--- config.mk ---
export PLATFORM = sky130hd
export DESIGN_NAME = ps2_action_mapper
export DESIGN_NICKNAME = d
export VERILOG_FILES = /design/src/rtl/ps2_action_mapper.sv
export SDC_FILE = /design/constraint.sdc
export NUM_CORES = 1
export LEC_CHECK = 0
export CAP_MARGIN = 30
export CORE_UTILIZATION = 50
export CTS_BUF_LIST = sky130_fd_sc_hd__clkbuf_4 sky130_fd_sc_hd__clkbuf_8
export DETAILED_ROUTE_END_ITERATION = 6
export DONT_BUFFER_PORTS = 1
export PLACE_DENSITY_LB_ADDON = 0.08
export SYNTH_ARGS = -nofsm -noshare
export SYNTH_HDL_FRONTEND = slang
export SYNTH_SLANG_ARGS = --single-unit
--- constraint.sdc ---
create_clock -name clk -period 5 [get_ports clk]
set_input_delay 0.5 -clock clk [delete_from_list [all_inputs] [get_ports clk]]
set_output_delay 0.5 -clock clk [all_outputs]
set_load 0.03 [all_outputs]
--- src/rtl/ps2_action_mapper.sv ---
// ps2_action_mapper
//   Turns the PS/2 set-2 scan-code byte stream into ship control actions.
//   A small decoder FSM handles the E0 (extended) and F0 (break) prefixes
//   and maintains a table of held keys. Action outputs are derived from that
//   table according to the binding mode, with opposing-key cancellation,
//   edge-detected shoot/start pulses and shoot auto-fire.
//
// Ports
//   clk, reset      : clock, synchronous active-high reset
//   byte_data[7:0]  : received scan-code byte
//   byte_valid      : one-cycle strobe qualifying byte_data
//   mode[1:0]       : 00 arrows, 01 WASD, 10/11 both OR-ed
//   forward, backward, rotate_left, rotate_right : registered action levels
//   shoot           : one-cycle pulse on space press and on each auto-fire
//   start           : one-cycle pulse on enter press
//   keys_held[9:0]  : {enter, space, right, left, down, up, d, s, a, w}
module ps2_action_mapper #(
  parameter int REPEAT_DELAY   = 25_000_000,
  parameter int REPEAT_PERIOD  = 10_000_000,
  parameter int PREFIX_TIMEOUT = 50_000,
  parameter int CNT_W          = 26
) (
  input  logic       clk,
  input  logic       reset,
  input  logic [7:0] byte_data,
  input  logic       byte_valid,
  input  logic [1:0] mode,
  output logic       forward,
  output logic       backward,
  output logic       rotate_left,
  output logic       rotate_right,
  output logic       shoot,
  output logic       start,
  output logic [9:0] keys_held
);

  // keys_held bit positions
  localparam int K_W     = 0;
  localparam int K_A     = 1;
  localparam int K_S     = 2;
  localparam int K_D     = 3;
  localparam int K_UP    = 4;
  localparam int K_DOWN  = 5;
  localparam int K_LEFT  = 6;
  localparam int K_RIGHT = 7;
  localparam int K_SPACE = 8;
  localparam int K_ENTER = 9;

  localparam logic [7:0] B_EXT = 8'hE0;
  localparam logic [7:0] B_BRK = 8'hF0;

  localparam logic [CNT_W-1:0] TMO_LAST = CNT_W'(PREFIX_TIMEOUT - 1);
  localparam logic [CNT_W-1:0] RPT_DLY  = CNT_W'(REPEAT_DELAY);
  localparam logic [CNT_W-1:0] RPT_PER  = CNT_W'(REPEAT_PERIOD);

  typedef enum logic [1:0] {
    S_IDLE    = 2'd0,
    S_EXT     = 2'd1,
    S_BRK     = 2'd2,
    S_EXT_BRK = 2'd3
  } state_t;

  // Map a scan code to its keys_held bit. Plain and extended code spaces
  // are separate: plain 75 and extended 1D hit nothing.
  function automatic logic [9:0] key_mask(input logic ext, input logic [7:0] code);
    logic [9:0] m;
    m = '0;
    if (!ext) begin
      case (code)
        8'h1D:   m[K_W]     = 1'b1;
        8'h1C:   m[K_A]     = 1'b1;
        8'h1B:   m[K_S]     = 1'b1;
        8'h23:   m[K_D]     = 1'b1;
        8'h29:   m[K_SPACE] = 1'b1;
        8'h5A:   m[K_ENTER] = 1'b1;
        default: m          = '0;
      endcase
    end else begin
      case (code)
        8'h75:   m[K_UP]    = 1'b1;
        8'h72:   m[K_DOWN]  = 1'b1;
        8'h6B:   m[K_LEFT]  = 1'b1;
        8'h74:   m[K_RIGHT] = 1'b1;
        default: m          = '0;
      endcase
    end
    return m;
  endfunction

  // ---------------------------------------------------------------------
  // Decoder FSM and held-key table
  // ---------------------------------------------------------------------
  state_t           state, state_n;
  logic [CNT_W-1:0] tmo_cnt, tmo_cnt_n;
  logic [9:0]       set_mask, clr_mask;

  always_ff @(posedge clk) begin
    if (reset) begin
      state     <= S_IDLE;
      tmo_cnt   <= '0;
      keys_held <= '0;
    end else begin
      state     <= state_n;
      tmo_cnt   <= tmo_cnt_n;
      keys_held <= (keys_held | set_mask) & ~clr_mask;
    end
  end

  always_comb begin
    state_n   = state;
    tmo_cnt_n = tmo_cnt;
    set_mask  = '0;
    clr_mask  = '0;
    if (byte_valid) begin
      // A byte always wins over a coincident timeout.
      tmo_cnt_n = '0;
      case (state)
        S_IDLE: begin
          if (byte_data == B_EXT)      state_n = S_EXT;
          else if (byte_data == B_BRK) state_n = S_BRK;
          else                         set_mask = key_mask(1'b0, byte_data);
        end
        S_EXT: begin
          if (byte_data == B_BRK)      state_n = S_EXT_BRK;
          else if (byte_data == B_EXT) state_n = S_EXT;
          else begin
            set_mask = key_mask(1'b1, byte_data);
            state_n  = S_IDLE;
          end
        end
        S_BRK: begin
          clr_mask = key_mask(1'b0, byte_data);
          state_n  = S_IDLE;
        end
        S_EXT_BRK: begin
          clr_mask = key_mask(1'b1, byte_data);
          state_n  = S_IDLE;
        end
        default: state_n = S_IDLE;
      endcase
    end else if (state != S_IDLE) begin
      // Abandon a dangling prefix on the PREFIX_TIMEOUT-th idle cycle.
      if (tmo_cnt == TMO_LAST) begin
        state_n   = S_IDLE;
        tmo_cnt_n = '0;
      end else begin
        tmo_cnt_n = tmo_cnt + CNT_W'(1);
      end
    end
  end

  // ---------------------------------------------------------------------
  // Action mapping: src = {right, left, backward, forward}
  // ---------------------------------------------------------------------
  logic [3:0] arrow_src, wasd_src, src;

  assign arrow_src = {keys_held[K_RIGHT], keys_held[K_LEFT],
                      keys_held[K_DOWN],  keys_held[K_UP]};
  assign wasd_src  = {keys_held[K_D], keys_held[K_A],
                      keys_held[K_S], keys_held[K_W]};

  always_comb begin
    case (mode)
      2'b00:   src = arrow_src;
      2'b01:   src = wasd_src;
      default: src = arrow_src | wasd_src;
    endcase
  end

  // ---------------------------------------------------------------------
  // Shoot edge detect + auto-fire. rep_cnt counts cycles since the last
  // pulse; rep_first selects the initial delay vs. the steady period.
  // ---------------------------------------------------------------------
  logic             space_d, enter_d;
  logic [CNT_W-1:0] rep_cnt, rep_cnt_n;
  logic             rep_first, rep_first_n;
  logic             shoot_n;
  logic             space_press, space_hold;

  assign space_press = keys_held[K_SPACE] & ~space_d;
  assign space_hold  = keys_held[K_SPACE] &  space_d;

  always_comb begin
    shoot_n     = 1'b0;
    rep_cnt_n   = rep_cnt;
    rep_first_n = rep_first;
    if (space_press) begin
      shoot_n     = 1'b1;
      rep_cnt_n   = CNT_W'(1);
      rep_first_n = 1'b1;
    end else if (space_hold) begin
      if (rep_cnt == (rep_first ? RPT_DLY : RPT_PER)) begin
        shoot_n     = 1'b1;
        rep_cnt_n   = CNT_W'(1);
        rep_first_n = 1'b0;
      end else begin
        rep_cnt_n = rep_cnt + CNT_W'(1);
      end
    end else begin
      rep_cnt_n   = '0;
      rep_first_n = 1'b0;
    end
  end

  always_ff @(posedge clk) begin
    if (reset) begin
      forward      <= 1'b0;
      backward     <= 1'b0;
      rotate_left  <= 1'b0;
      rotate_right <= 1'b0;
      shoot        <= 1'b0;
      start        <= 1'b0;
      space_d      <= 1'b0;
      enter_d      <= 1'b0;
      rep_cnt      <= '0;
      rep_first    <= 1'b0;
    end else begin
      // Opposing sources held together cancel each other.
      forward      <= src[0] & ~src[1];
      backward     <= src[1] & ~src[0];
      rotate_left  <= src[2] & ~src[3];
      rotate_right <= src[3] & ~src[2];
      shoot        <= shoot_n;
      start        <= keys_held[K_ENTER] & ~enter_d;
      space_d      <= keys_held[K_SPACE];
      enter_d      <= keys_held[K_ENTER];
      rep_cnt      <= rep_cnt_n;
      rep_first    <= rep_first_n;
    end
  end

endmodule

# Word level (Yosys, flattened, before mapping)
# Cells that the tools add are included.
dict set report word_totals {
  register_bits 73
  inputBits 13
  output_inout_bits 16
  word_cells 101
}
dict set report classes {
  add_sub_neg 2
  n_eq_ne 20
  mux 38
  bitwise_logic 18
  reduce_logical 9
}
# cell n
set ops {}
lappend ops {{$add 26x1->26 const B} 2}
lappend ops {{$eq 8x7->1 const B} 5}
lappend ops {{$mux 10} 4}
lappend ops {{$pmux 10 s2} 2}
lappend ops {{$eq 26x16->1 const B} 1}
lappend ops {{$eq 26x25->1} 1}
lappend ops {{$mux 26} 1}
lappend ops {{$mux 25} 1}
lappend ops {{$eq 8x5->1 const B} 3}
lappend ops {{$mux 1} 20}
lappend ops {{$eq 8x6->1 const B} 2}
lappend ops {{$eq 8x8->1 const B} 2}
lappend ops {{$mux 8} 2}
lappend ops {{$mux 2} 6}
lappend ops {{$and 10x10->10} 1}
lappend ops {{$not 10->10} 1}
lappend ops {{$or 10x10->10} 1}
lappend ops {{$pmux 4 s2} 1}
lappend ops {{$and 1x1->1} 7}
lappend ops {{$not 1->1} 7}
lappend ops {{$pmux 2 s3} 1}
lappend ops {{$reduce_bool 2->1} 3}
lappend ops {{$eq 2x1->1 const B} 2}
lappend ops {{$eq 2x2->1 const B} 2}
lappend ops {{7 further kinds} 9}

# Depth between registers and ports, before layout
# Gate-level depths: netlist of run 1.
dict set report depth {
  ltp_word 8
  ltp_mapped 8
  mapped_depth_nobuf 7
}

# Worst setup path before layout of run 1
# Ideal clock, no wire load.
dict set report synth_path {
  kind {register to register}
  startpoint {register rep_cnt[11]}
  endpoint {register rep_cnt[11]}
  setup_ns 0.115
  arrival_time_ns 1.566
  t_required_ns 4.885
  setup_slack_ns 3.319
  path_stages_with_launch 8
  path_buffers 2
  synth_period_minus_slack_ns 1.681
  cell_sequence {dfxtp_1 > buf_2 > or4b_1 > nand4bb_1 > a21o_1 > nand2_2 > buf_4 > nor2_1}
}
dict set report synth_via {
  elab_chain_len 2
  elab_cells_between_ends 3
  classes_between {add/sub: 1; eq/ne: 1; reduce/logical: 1}
}
# element line
set synth_rtl {}
lappend synth_rtl {{start, declared} 175} ;# logic [CNT_W-1:0] rep_cnt, rep_cnt_n;
lappend synth_rtl {{start signal, assigned} 227} ;# rep_cnt <= rep_cnt_n;
lappend synth_rtl {{parallel branches: the longest is 2 deep, another holds $add 26x1->26} -}
# Several ways; the timed one is not identified.
# A chain may end at the register's enable or synchronous reset.

# Worst setup path in the final report of run 1
dict set report layout_path {
  startpoint {register tmo_cnt[11]}
  endpoint {register tmo_cnt[25]}
}
dict set report layout_via {
  elab_chain_len 2
  elab_cells_between_ends 3
  classes_between {add/sub: 1; eq/ne: 1; mux: 1}
}
# element line
set layout_rtl {}
lappend layout_rtl {{start, declared} 94} ;# logic [CNT_W-1:0] tmo_cnt, tmo_cnt_n;
lappend layout_rtl {{start signal, assigned} 104} ;# tmo_cnt <= tmo_cnt_n;
lappend layout_rtl {{$add 26x1->26 / $eq 26x16->1 (equally long branches)} {147, 143}}
lappend layout_rtl {{$mux 26 (*)} 143} ;# if (tmo_cnt == TMO_LAST) begin
# Mark *: on every way between the ends. The rest lies on a longest branch, timed or not.

==> results by group, run 1 <==
Hold path
  – Number of cells on the worst hold path: 1
  – Worst hold start: reset
  – Worst min-delay path endpoint: keys_held[9]
  – Min-Delay Path Class: in2reg

Route
  – WL met2: roughly 3200 um
  – Via count: between 2000 and 3000
  – Highest Signal Layer: met4
  – Met1 WL: 3110 um
  – Metal3 WL: 284 um
  – Drt pass-1 iters: 5
  – DR WL/cell: 14.2 um
  – Final ANT Viol Nets: 0
  – Via density: 5.69
  – Remaining DRCs: 0
  – Final WL: 6610 um
  – Initial drt markers: between 80 and 90

Timing
  – Fin. max-slew vios: 0
  – Setup TNS: 0 ns
  – Worst Skew: 0.00519 ns
  – Fmax: 483 MHz
  – Unrepaired setup endpoints after global routing: false
  – Tmin final: 2.07 ns
  – Crit share post-route: 41.4%
  – Final Hold Fails: 0
  – # setup viols final: 0
  – Pin slew with the least headroom to its limit: 0.875 ns
  – Max-slew headroom: 41.6%
  – Hold WS: 0.218 ns

Finish
  – # diodes: 0
  – Design Area, Final: around 3600 um2
  – P&R area growth vs syn: 6.89%
  – Share of layout cells above drive strength 1: 6.17%
  – Most frequent cells in the layout: 73 x dfxtp_1, 67 x nor2_1, 37 x xor2_1, 24 x nand2_1, 22 x nand4_1
  – Post-layout net count: 400
  – Commonest non-fill, non-tap cell in the layout: dfxtp_1
  – Final core occ: 56.2%

Logic synthesis
  – Synth top area share: 43.2%
  – Cell Area, Synth: 3380 um2
  – Ys async rst share: 0%
  – Synthesized area per cell: 8.76 um2
  – Post-synth EDFFs: 0
  – Seq cells post-synth: between 70 and 80
  – Synth Net Count: 402
  – Dominant synthesized flop cell: dfxtp_1
  – Cell taking the most area after synthesis: dfxtp_1
  – Cells after Synth: 386
  – Syn. warnings: 0
  – Sequential cell area fraction in the yosys report: 43.2%
  – Post-synth cell types: 45
  – Synth top area cells: dfxtp_1 43%, xor2_1 9.6%, nor2_1 7.4%

Critical path
  – Worst r2r dst: tmo_cnt[25]
  – Worst EP arrival: between 2 and 2.5 ns
  – Crit path max fanout: 27
  – Crit end category: register
  – Worst Path Class, Setup: reg2reg
  – Crit-path max cell delay: 0.72 ns
  – Crit path cell chain: nor4_1 > nand4_1 > nor3_1 > or3_1 > nor2_1
  – R2R Path Start: tmo_cnt[11]
  – WP buf/inv: 0
  – R2r setup slk: between 2 and 3 ns
  – Critical Path RT: ~5.2 ns
  – Worst Reg2Reg Path Length in Cells: 5
  – Worst path slowest cell: or3_1
  – Critical Path Source Type: register
  – CP delay by family, top: simple AND/OR/NAND/NOR gates

Placement
  – Port Buffers: 0
  – Hpwl dp: 4630 um
  – Post-Place Cell Area: 3410 um2
  – Routability cong.: 0.805

CTS
  – CTS Sinks: 73
  – Post-CTS setup buffer count: 0
  – Worst skew pair latency: 0.34 ns
  – Clock transition at the registers of the reported paths: 0.08 ns
  – Longest Clk Path Bufs: 2
  – CTS Hold Bufs: 0
  – Root Buffer: clkbuf_8
  – CTS resizes: 0
  – Total CTS buffers: 9
  – CTS tree: built
  – Htree depth: 3

Pwr
  – PwrDens: ~290 nW/um2
  – Leakage: 1.16 nW
  – VDD IR max: 0.178 mV

Run status
  – Status: finished, final reports clean

Floorplanning
  – Core area: 6420 um2
  – Initial core utilization: 52.6%
  – I/O pin count: 29
  – Chip Width: between 80 and 90 um
  – Core Rows: 29
  – Die Area: 7090 um2
  – Die Y: 84.2 um

Global routing
  – GR Overflow Total: 0
  – Antenna violations before repair: 0
  – Number of global-route vias before repair: 2443
  – First-pass GRT wire length: 11200 um
  – Pin count of the biggest net entering global routing: 28
  – Gr usage total: 20.1%

Run
  – Max Cap Violations: 0
sequential cells by signal (all words and copies together), names as in the netlist, 2 cells and up:
signal     cells
rep_cnt       26
tmo_cnt       26
keys_held     10
state          2
cells in the mapped netlist (10+ instances only):
cell and instances:
nand2_1 24, nand4_1 22, dfxtp_1 73, nand3_1 16
nor2_1 67, a21oi_1 11, xor2_1 37, xnor2_1 11
a211oi_1 10
stage by stage:
step | setup slack, ns | cells | total power, W
after floorplan | 3.32 | 386 | 0.000609
after global placement | 2.96 | 450 | 0.000608
after detailed placement | 2.89 | 450 | 0.000608
after CTS | 2.89 | 466 | 0.00107
after global routing | 2.65 | 466 | 0.00109
final | 2.93 | 466 | 0.00105
how the worst max path moves through the flow:
stage               slack (ns)         from  depth (start not counted)           to
global placement          2.96     state[1]                          4  tmo_cnt[21]
global route              2.65  tmo_cnt[11]                          5   tmo_cnt[2]
detailed placement        2.89  tmo_cnt[11]                          5  tmo_cnt[20]
finish                    2.93  tmo_cnt[11]                          5  tmo_cnt[25]
CTS                       2.89  tmo_cnt[11]                          5  tmo_cnt[22]
floorplan                 3.32  rep_cnt[11]                          7  rep_cnt[11]
worst register-to-register path, cell delays in order, from the launching register on:
cell and delay (ns):
dfxtp_1 0.35, nor4_1 0.38, nand4_1 0.14, nor3_1 0.22
or3_1 0.72, nor2_1 0.12
final cells by class:
type	count	area, um2
fill	589	2810
multi-input combinational	292	1830
sequential	73	1460
clock buffer	10	131
tap	77	96.3
clock inverter	6	67.6
inverter	8	30.0
metal layers:
layer	GRT usage, %	vias up
met5	0	-
met4	7.99	0
met3	5.90	2
met2	33.2	53
met1	24.6	1236
li1	-	1362
cells by family after synthesis:
group	synth area share, %
simple gates	33.2
fa+ha+maj	1.11
flops	43.2
compound gates	7.26
buf+inv	2.74
xor+xnor	12.4
power by group:
part,internal (W),switching (W)
sequential,0.000581,0.000000533
clock,0.000238,0.000221
combinational,0.00000394,0.00000913
(Power assumes the default switching activity.)
==> inputs of run 2 (changes only) <==
==> constraint.sdc (replaced) <==
create_clock -name clk -period 1.85 [get_ports clk]
set_input_delay 0.185 -clock clk [delete_from_list [all_inputs] [get_ports clk]]
set_output_delay 0.185 -clock clk [all_outputs]
set_load 0.03 [all_outputs]
==> results by group, run 2 (synthesis results as in run 1) <==
Route
  – Via count: 2719 (+2.5%)
  – Final WL: 6820 um (+3.1%)
  – Final ANT Viol Nets: 0 (unchanged)
  – Via density: 5.62 (-1.3%)
  – Remaining DRCs: 0 (unchanged)
  – DR WL/cell: 14.1 um (-0.70%)
  – Initial drt markers: 82 (-3.5%)
  – Drt pass-1 iters: 4 (-1)

Placement
  – Routability cong.: 0.856 (+6.4%)
  – Port Buffers: 0 (unchanged)
  – Hpwl dp: 4830 um (+4.3%)
  – Post-Place Cell Area: 3550 um2 (+3.9%)

Floorplanning
  – Initial core utilization: 52.6% (unchanged)
  – Die Area: 7090 um2 (unchanged)
  – I/O pin count: 29 (unchanged)
  – Core Rows: 29 (unchanged)
  – Die Y: 84.2 um (unchanged)
  – Chip Width: 84.2 um (unchanged)
  – Core area: 6420 um2 (unchanged)

CTS
  – Total CTS buffers: 9 (unchanged)
  – CTS tree: built
  – Root Buffer: clkbuf_8
  – Worst skew pair latency: 0.35 ns (about the same)
  – Longest Clk Path Bufs: 2 (unchanged)
  – Clock transition at the registers of the reported paths: 0.09 ns (about the same)
  – CTS Sinks: 73 (unchanged)
  – Htree depth: 3 (unchanged)

Timing
  – Tmin final: 1.72 ns (-0.353 ns)
  – Max-slew headroom: 61.4% (+20 points)
  – Crit share post-route: 92.9% (+51 points)
  – Final Hold Fails: 0 (unchanged)
  – Hold WS: 0.0248 ns (-0.194 ns)
  – Setup TNS: 0 ns (unchanged)
  – Unrepaired setup endpoints after global routing: false
  – Worst Skew: 0.0137 ns (+0.00849 ns)
  – # setup viols final: 0 (unchanged)
  – Fmax: 582 MHz (+21%)
  – Pin slew with the least headroom to its limit: 0.577 ns (-0.298 ns)
  – Fin. max-slew vios: 0 (unchanged)

Finish
  – Multi-input logic area: 1830 um2 (+0.48%)
  – Most frequent cells in the layout: 72 x dfxtp_1, 66 x nor2_1, 37 x xor2_1, 24 x nand2_1, 22 x nand4_1
  – Reg area: 1460 um2 (about the same)
  – # diodes: 0 (unchanged)
  – Design Area, Final: 3800 um2 (+5.2%)
  – Final-layout fill cell count: 575 (-2.4%)
  – Commonest non-fill, non-tap cell in the layout: dfxtp_1
  – Share of layout cells above drive strength 1: 10.8% (+4.6 points)
  – Top Registers: rep_cnt (26), tmo_cnt (26), keys_held (10)
  – P&R area growth vs syn: 12.4%
  – Post-layout net count: 418 (+4.5%)

Critical path
  – Worst EP arrival: 1.96 ns (-0.31 ns)
  – Worst Path Class, Setup: reg2reg
  – Worst Setup EP: rep_cnt[6]
  – Critical Path Source Type: register
  – Worst r2r dst: rep_cnt[6]
  – Worst Reg2Reg Path Length in Cells: 6 (+1)
  – Crit path max fanout: 24 (-11%)
  – Critical Path RT: 2.10 ns (-3.10 ns)
  – R2r setup slk: 0.13 ns (-2.80 ns)
  – R2R Path Start: rep_cnt[10]
  – Crit end category: register
  – Crit path from: rep_cnt[10]

Global routing
  – Pin count of the biggest net entering global routing: 25 (-11%)
  – GR Overflow Total: 0 (unchanged)
  – Number of global-route vias before repair: 2598 (+6.3%)
  – Gr usage total: 20.4% (+0.35 points)
  – First-pass GRT wire length: 11700 um (+4.4%)
  – Antenna violations before repair: 0 (unchanged)

Pwr
  – Leakage: 1.27 nW (+9.5%)
  – PwrDens: 800 nW/um2 (+170%)
  – Total power: 0.00304 W (+190%)
  – VDD IR max: 0.433 mV (+140%)

Hold path
  – Min-Delay Path Class: in2reg

Run status
  – Status: finished, final reports clean

Run
  – Max Cap Violations: 0 (unchanged)
[run 2: final cells by class]
type	instances	share of cell area, %
Clock buffer	9	3.26
Timing Repair Buffer	18	3.95
Multi-Input combinational cell	292	48.3
Clock inverter	7	2.67
Sequential cell	73	38.5
Inverter	8	0.791
Tap cell	77	2.54
[run 2: power breakdown]
group | total [W] | switching [W] | internal, W
clock | 0.00142 | 0.000649 | 0.000771
combinational | 0.0000471 | 0.0000308 | 0.0000163
sequential | 0.00157 | 0.00000126 | 0.00157
[run 2: worst min path at each step]
stage,from,cells after the start,to
floorplan,enter_d,1,start
global placement,reset,1,state[1]
detailed placement,reset,1,state[1]
CTS,byte_valid,2,state[1]
global route,byte_valid,2,state[1]
finish,reset,3,state[0]
[run 2: through the flow]
step,worst slack [ns],util (%),std cells
2_1_floorplan,0.169,-,386
3_3_place_gp,0.147,55.2,466
3_5_place_dp,0.106,55.2,466
4_1_cts,0.106,58.9,483
5_1_grt,0.0204,59.1,484
6_report,0.132,59.1,484
[run 2: repair_timing]
item                                   in CTS  in global routing
endpoints found under the hold margin      16                  0
setup buffers                               0                  1
resized for setup                           0                  3
hold buffers                                1                  0
setup endpoints to repair                   0                  7
[run 2: layer usage]
metal | wire (um) | GRT usage (%)
met5 | 0 | 0
met4 | 185 | 10.8
met3 | 253 | 4.13
met2 | 3070 | 32.6
met1 | 3310 | 26.2
[run 2: worst max-delay path, stage by stage (launching register included)]
cell,delay (ns)
dfxtp_1,0.34
or4b_1,0.52
nand4bb_1,0.21
a21o_1,0.23
nand2_2,0.08
buf_12,0.16
nor2_1,0.06
==> inputs of run 3 (changes only) <==
--- a/config.mk
+++ b/config.mk
@@ -5,12 +5,11 @@
 export SDC_FILE = /design/constraint.sdc
 export NUM_CORES = 1
 export LEC_CHECK = 0
-export CAP_MARGIN = 30
 export CORE_UTILIZATION = 50
 export CTS_BUF_LIST = sky130_fd_sc_hd__clkbuf_4 sky130_fd_sc_hd__clkbuf_8
 export DETAILED_ROUTE_END_ITERATION = 6
 export DONT_BUFFER_PORTS = 1
-export PLACE_DENSITY_LB_ADDON = 0.08
+export PLACE_DENSITY = 0.65
 export SYNTH_ARGS = -nofsm -noshare
 export SYNTH_HDL_FRONTEND = slang
 export SYNTH_SLANG_ARGS = --single-unit
==> results by group, run 3 (synthesis results as in run 1) <==
Global routing
  – Gr usage total: 20.8% (+0.38 points)
  – GR Overflow Total: 0 (unchanged)
  – First-pass GRT wire length: 11800 um (+0.95%)
  – Pin count of the biggest net entering global routing: 23 (-8.0%)
  – Antenna violations before repair: 0 (unchanged)
  – Number of global-route vias before repair: 2645 (+1.8%)

Pwr
  – VDD IR max: 0.491 mV (+13%)
  – PwrDens: 814 nW/um2 (+1.8%)
  – Leakage: 1.30 nW (+2.3%)
  – Total power: 0.00314 W (+3.2%)

Run
  – Max Cap Violations: 0 (unchanged)

Timing
  – Pin slew with the least headroom to its limit: 0.573 ns (-0.00400 ns)
  – Max-slew headroom: 61.7% (+0.27 points)
  – Post-route setup slack: 0.150 ns (+0.0176 ns)
  – Crit share post-route: 91.9% (-0.95 points)
  – Fin. max-slew vios: 0 (unchanged)
  – Unrepaired setup endpoints after global routing: false
  – Worst Skew: 0.00990 ns (-0.00378 ns)
  – Fmax: 588 MHz (+1.0%)
  – Final Hold Fails: 0 (unchanged)
  – Setup TNS: 0 ns (unchanged)
  – # setup viols final: 0 (unchanged)
  – Tmin final: 1.70 ns (-0.0176 ns)

Critical path
  – Critical Path RT: 2.09 ns (about the same)
  – Worst EP arrival: 1.94 ns (-0.02 ns)
  – Crit end category: register
  – Worst Reg2Reg Path Length in Cells: 6 (unchanged)
  – Crit path max fanout: 10 (-58%)
  – Critical Path Source Type: register
  – Worst Path Class, Setup: reg2reg

Finish
  – Top Registers: rep_cnt (26), tmo_cnt (26), keys_held (10)
  – Most frequent cells in the layout: 72 x dfxtp_1, 67 x nor2_1, 37 x xor2_1, 24 x nand2_1, 22 x nand4_1
  – P&R area growth vs syn: 14.0%
  – Post-layout net count: 420 (+0.48%)
  – # diodes: 0 (unchanged)
  – Commonest non-fill, non-tap cell in the layout: dfxtp_1
  – Share of layout cells above drive strength 1: 11.2% (+0.44 points)

Route
  – Drt pass-1 iters: 4 (unchanged)
  – Via count: 2722 (+0.11%)
  – DR WL/cell: 14.1 um (-0.16%)
  – Initial drt markers: 99 (+21%)
  – Remaining DRCs: 0 (unchanged)
  – Final WL: 6840 um (+0.25%)
  – Via density: 5.60 (-0.30%)
  – Final ANT Viol Nets: 0 (unchanged)

CTS
  – Htree depth: 3 (unchanged)
  – Total CTS buffers: 9 (unchanged)
  – Root Buffer: clkbuf_8
  – Worst skew pair latency: 0.34 ns (about the same)
  – CTS tree: built
  – Longest Clk Path Bufs: 2 (unchanged)
  – CTS Sinks: 73 (unchanged)
  – Clock transition at the registers of the reported paths: 0.08 ns (about the same)

Floorplanning
  – Chip Width: 84.2 um (unchanged)
  – Core Rows: 29 (unchanged)
  – Core area: 6420 um2 (unchanged)
  – I/O pin count: 29 (unchanged)
  – Die Area: 7090 um2 (unchanged)
  – Die Y: 84.2 um (unchanged)
  – Initial core utilization: 52.6% (unchanged)

Hold path
  – Min-Delay Path Class: in2reg
  – Number of cells on the worst hold path: 3 (unchanged)

Placement
  – Routability cong.: 0.828 (-3.3%)
  – Hpwl dp: 4900 um (+1.5%)
  – Worst slack, placed: 0.106 ns (-0.000727 ns)
  – Port Buffers: 0 (unchanged)

Run status
  – Status: finished, final reports clean
run 3: changes by cell type in the layout (fill, tap and decap cells not counted), sizes merged:
cell | previous run | this run
buf | 17 | 19
clkbuf | 9 | 10
bufinv | 2 | 3
inv | 10 | 9
clkinvlp | 2 | 1
run 3: per-stage QoR:
step | cell area [um2] | util (%) | hold slack (ns) | instances
6_report | 3850 | 60.0 | 0.0246 | 486
5_1_grt | 3850 | 60.0 | 0.0222 | 486
4_1_cts | 3820 | 59.5 | 0.0104 | 484
3_5_place_dp | 3570 | 55.5 | 0.262 | 467
3_3_place_gp | 3570 | 55.5 | 0.260 | 467
2_1_floorplan | 3380 | - | 0.367 | 386
run 3: critical path, cell delays in order, from the launching register on:
cell and delay (ns):
dfxtp_1 0.31, or4b_1 0.53, nand4bb_1 0.20, a21o_1 0.22, nand2_2 0.09, buf_4 0.18, nor2_1 0.07
run 3: repair_timing:
action | in CTS | in global routing
buffers inserted | 0 | 2
gates resized for setup | 0 | 3
hold buffers | 1 | 0
setup endpoints to repair | 0 | 23
endpoints found under the hold margin | 16 | 0
run 3: layout make-up:
| cell class | instances | area (um2) |
|---|---|---|
| fill | 570 | 2570 |
| multi-input combinational | 292 | 1840 |
| sequential | 73 | 1460 |
| timing repair buffer | 20 | 178 |
| clock buffer | 10 | 131 |
| clock inverter | 6 | 115 |
| tap | 77 | 96.3 |
| inverter | 8 | 30.0 |
run 3: worst paths after layout:
check              startpoint          end  slack (ns)
hold / removal          reset     state[0]        0.02
setup / recovery  rep_cnt[15]  rep_cnt[16]        0.15
hold reg to reg       enter_d        start        0.38
setup reg to reg  rep_cnt[15]  rep_cnt[16]        0.15
run 3: per-layer routing:
layer  global-route usage [%]  share of wire [%]  vias to the layer above  wire length, um
li1                         -                  -                     1396                -
met5                        0                  0                        -                0
met3                     6.29                2.5                       14              172
met1                     26.4                 49                     1273             3360
met4                     8.78                1.2                        0               81
met2                     33.1                 47                       39             3230
run 3: power by group:
part           switching (W)  leakage [nW]  internal, W
Clock               0.000597         0.121     0.000918
Sequential        0.00000123         0.588      0.00157
Combinational      0.0000311         0.590    0.0000178
